===== config.mk =====
export PLATFORM = sky130hd
export DESIGN_NAME = fir_filter
export DESIGN_NICKNAME = d
export VERILOG_FILES = /design/src/rtl/fir_filter.sv
export SDC_FILE = /design/constraint.sdc
export NUM_CORES = 1
export LEC_CHECK = 0
export CAP_MARGIN = 20
export CORE_MARGIN = 2
export CORE_UTILIZATION = 64
export DETAILED_ROUTE_END_ITERATION = 6
export PLACE_DENSITY = 0.85
export REMOVE_ABC_BUFFERS = 1
export SLEW_MARGIN = 20
export SYNTH_ARGS = -nofsm -noshare
export SYNTH_HDL_FRONTEND = slang
export SYNTH_SLANG_ARGS = --single-unit

===== constraint.sdc =====
create_clock -name CLK -period 7.2 [get_ports CLK]
set_input_delay 1.44 -clock CLK [delete_from_list [all_inputs] [get_ports CLK]]
set_output_delay 1.44 -clock CLK [all_outputs]
set_load 0.05 [all_outputs]

===== src/rtl/fir_filter.sv =====
// T-tap direct-form FIR with runtime-loadable signed coefficients, one cycle latency.
// Optional build macro FIR_SATURATE_EN clamps the output instead of wrapping it.
module fir_filter #(
  parameter int T  = 4,
  parameter int NI = 8,
  parameter int NO = 2 * NI
) (
  input  logic                     CLK,
  input  logic                     RST_N,
  input  logic signed [NI-1:0]     X,
  input  logic [T-1:0][NI-1:0]     W,
  output logic signed [NO-1:0]     Y
);

  // Streaming element: one sample in and one sample out per edge, no valid/ready.
  localparam int PW = 2 * NI;
  localparam int AW = 2 * NI + $clog2(T);

  logic signed [NI-1:0] x_tap [T];
  logic signed [PW-1:0] prod  [T];
  logic signed [AW-1:0] acc;
  logic signed [NO-1:0] y_next;

  assign x_tap[0] = X;

  generate
    if (T > 1) begin : g_dly
      logic signed [NI-1:0] d [1:T-1];

      always_ff @(posedge CLK or negedge RST_N) begin
        if (!RST_N) begin
          for (int k = 1; k < T; k++) d[k] <= '0;
        end else begin
          d[1] <= X;
          for (int k = 2; k < T; k++) d[k] <= d[k-1];
        end
      end

      for (genvar k = 1; k < T; k++) begin : g_tap
        assign x_tap[k] = d[k];
      end
    end
  endgenerate

  // Full-precision multiply-accumulate; no intermediate truncation.
  always_comb begin
    acc = '0;
    for (int k = 0; k < T; k++) begin
      prod[k] = PW'($signed(W[k])) * PW'(x_tap[k]);
      acc     = acc + AW'(prod[k]);
    end
  end

  generate
    if (NO >= AW) begin : g_ext
      assign y_next = NO'(acc);
    end else begin : g_narrow
`ifdef FIR_SATURATE_EN
      logic ovf;
      assign ovf    = (acc[AW-1:NO-1] != {(AW-NO+1){acc[AW-1]}});
      assign y_next = ovf ? {acc[AW-1], {(NO-1){~acc[AW-1]}}} : NO'(acc);
`else
      assign y_next = NO'(acc);
`endif
    end
  endgenerate

  always_ff @(posedge CLK or negedge RST_N) begin
    if (!RST_N) Y <= '0;
    else        Y <= y_next;
  end

endmodule


==> out/qor.yml <==
clock_tree:
  cts_num_sinks: 40
  cts_tree: "built"
  cts.clk_slew.worst_paths_ps: 70
  cts_inserted_buffers: 5
  cts_root_buffer: "clkbuf_16"
  clock_latency_ps: 290
  cts_max_level: 2
  clock_path_buffers: 2
floorplanning:
  die_x_um: 137
  core.rowCount: 48
  initial_core_util_pct: 65.6
  io_pins: 58
  die_area_um2: 18800
  die_h_um: 137
  core-area_um2: 17300
detailed_routing:
  wirelength_um: 28400
  wl_per_cell_um: 18.6
  num_vias: 8167
  drc: 0
  drt-initial-drc-count: 555
  dr.pass1.iters: 5
  viasPerCell: 5.36
  drtAntennaViolNets: 0
placement:
  gp_congestion: 0.905
  postPlaceCellArea_um2: 13000
  io_buffers: 57
  hpwl_um: 23100
synthesis:
  yosys.area_share.simple_pct: 13.0
  ys.flop_type: "dfrtp_1"
  synth.mux.area_fraction_pct: 0
  syn_area_um2: 11300
  synth_top_area_share_pct: 51.2
  synthTopCellsByArea: "fa_1 (51%), inv_1 (11%), ha_1 (11%), dfrtp_1 (8.8%), and2_1 (8.4%)"
  yosysTopAreaCell: "fa_1"
  synth_top_family_by_area: "adder cells"
  synth-edff-count: 0
  synth_fa_ha_area_share_pct: 61.8
  yosysUniqueCellTypes: 29
  synth_compound_area_share_pct: 1.81
  async_flop_share_pct: 100
  syn_inst: 1108
  synth_area_per_cell_um2: 10.2
  ys_seq_elements: 40
  synth_xor_area_share_pct: 3.17
  ys_seq_area_share_pct: 8.83
  yosysWarningCount: 0
worst_setup_path:
  cp_max_fo: 3
  reg2regPathDepth: 21
  rrSetupSlack_ps: 670
  crit_type: "primary input to register"
  critPathRequiredTime_ps: 7420
  critPathArrivalTime_ps: 7390
  r2r_end: "Y[15]"
  setup.worst_path.end_class: "register"
  start_kind: "primary input"
  r2r_start: "g_dly.d[5]"
global_routing:
  antenna_found_initial: 0
  overflow: 0
  grt_pass1_vias: 9287
  grt_pass1_wl_um: 46400
  track_usage_pct: 33.1
  grt_start_max_net_pins: 41
sta:
  period_needed_ps: 7170
  rsz0062_at_grt: "true"
  relSlewSlack_pct: 59.9
  fmax_ghz: 0.139
  finalSetupViolCount: 0
  clock_skew_ps: 6.18
  final_hold_viol_count: 0
  worst_pin_slew_ps: 602
  fin_crit_sh_pct: 99.6
  final_max_slew_viol_count: 0
layout:
  synthToLayoutAreaGrowth_pct: 19.2
  regArea_um2: 1000
  layout.nets: 1727
  utilization_pct: 78.1
  fillers: 1005
  final_cell_area_um2: 13500
  diodes: 0
  multi_input_area_um2: 9290
  layout-drive-gt1-share_pct: 19.0
hold_path:
  hold_end: "g_dly.d[13]"
  min_path_type: "register to register"
  worstHoldStart: "g_dly.d[21]"
  holdPathStages: 0
run:
  drv_cap: 0
status:
  status: "complete, no violations"
-- cell families after synthesis --
kind of cell,after synthesis
DFF,40
xor gates and xnor gates,41
adders and majority gates,386
and+or+nand+nor,271
buffers and inverters,343
AOI/OAI and AO/OA,27
-- state kept, by name, summed over array words and instances (netlist names) --
| name | cells |
|---|---|
| Y | 16 |
| g_dly.d | 24 |
-- Yosys cell counts (all sizes together), types with 2 or more instances --
master	number
nor4	2
ha	96
xnor2	33
dfrtp	40
nand2b	16
fa	290
a21oi	5
nand2	73
and2	153
a21o	7
inv	343
o21ai	6
nor2	12
nor2b	10
xor2	8
nor3	2
-- worst max-delay path by stage --
| stage | from | end | cells after the start |
|---|---|---|---|
| final | W[27] | Y[15] | 21 |
| after global routing | W[31] | Y[14] | 21 |
| after CTS | W[22] | Y[14] | 20 |
| after detailed placement | W[29] | Y[15] | 21 |
| after global placement | W[29] | Y[15] | 21 |
| after floorplan | W[29] | Y[15] | 20 |
-- per-stage QoR --
step | TNS, ps | hold slack, ps | setup slack, ps | cells
2_1_floorplan | 0 | 432 | 25.7 | 1108
3_3_place_gp | -5620 | 552 | -771 | 1498
3_5_place_dp | -6750 | 546 | -878 | 1498
4_1_cts | 0 | 569 | 0.989 | 1518
5_1_grt | -329 | 587 | -168 | 1525
6_report | 0 | 575 | 26.8 | 1525
-- layout by cell type (no fill, tap or decap), types with 2 or more instances in the layout --
cell	netlist	final
inv_1	343	326
fa_1	290	270
and2_1	153	139
buf_4	0	124
ha_1	96	88
nand2_1	73	66
dfrtp_1	40	40
xnor2_1	33	33
fa_2	0	20
inv_2	0	17
clkdlybuf4s50_1	0	16
nand2b_1	16	15
and2_4	0	14
buf_6	0	14
nor2_1	12	10
buf_2	0	10
nor2b_1	10	8
xor2_1	8	8
nand2_2	0	7
a21o_1	7	7
ha_4	0	6
dlygate4sd2_1	0	6
clkbuf_16	0	5
clkdlybuf4s15_1	0	5
clkdlybuf4s15_2	0	5
a21oi_2	0	3
o21ai_0	5	2
nor2_2	0	2
o21ai_2	0	2
nor3_1	2	2
o21ai_1	1	2
a21oi_1	5	2
ha_2	0	2
clkbuf_2	0	2
-- area by class of cell --
cell class / count / share of cell area (%)
multi-input cells: 725 / 68.8
well taps: 225 / 2.08
flip-flops and latches: 40 / 7.41
clock inverters: 2 / 0.102
repair buffers: 184 / 11.1
inverters: 343 / 9.53
clock buffers: 6 / 1.03
-- worst max-delay path, cell delays in order --
cell and delay, ps:
buf_2 130, and2_4 140, fa_2 620, fa_1 460, inv_2 80, fa_1 440, fa_1 550, inv_2 40
fa_1 470, fa_1 510, inv_1 50, fa_1 460, fa_1 530, inv_2 40, ha_4 200, a21o_1 160
a21o_1 250, a2111oi_4 360, o21ai_1 140, a31oi_2 190, xnor2_1 130
-- metal layers --
layer / track usage [%] / wire length, um
met1: 43.1 / 11000
met2: 56.9 / 14800
met3: 6.52 / 1850
met4: 9.51 / 779
met5: 0 / 0
-- what timing repair did --
item	in CTS	in global routing
hold buffers	0	0
cloned	0	0
endpoints found under the setup margin	10	8
pin swaps	66	67
setup buffers	12	7
gates resized for setup	160	85
Power is left out: the tool's default activity adds up to more than one toggle a clock period on the data nets, which glitch-free logic cannot reach.
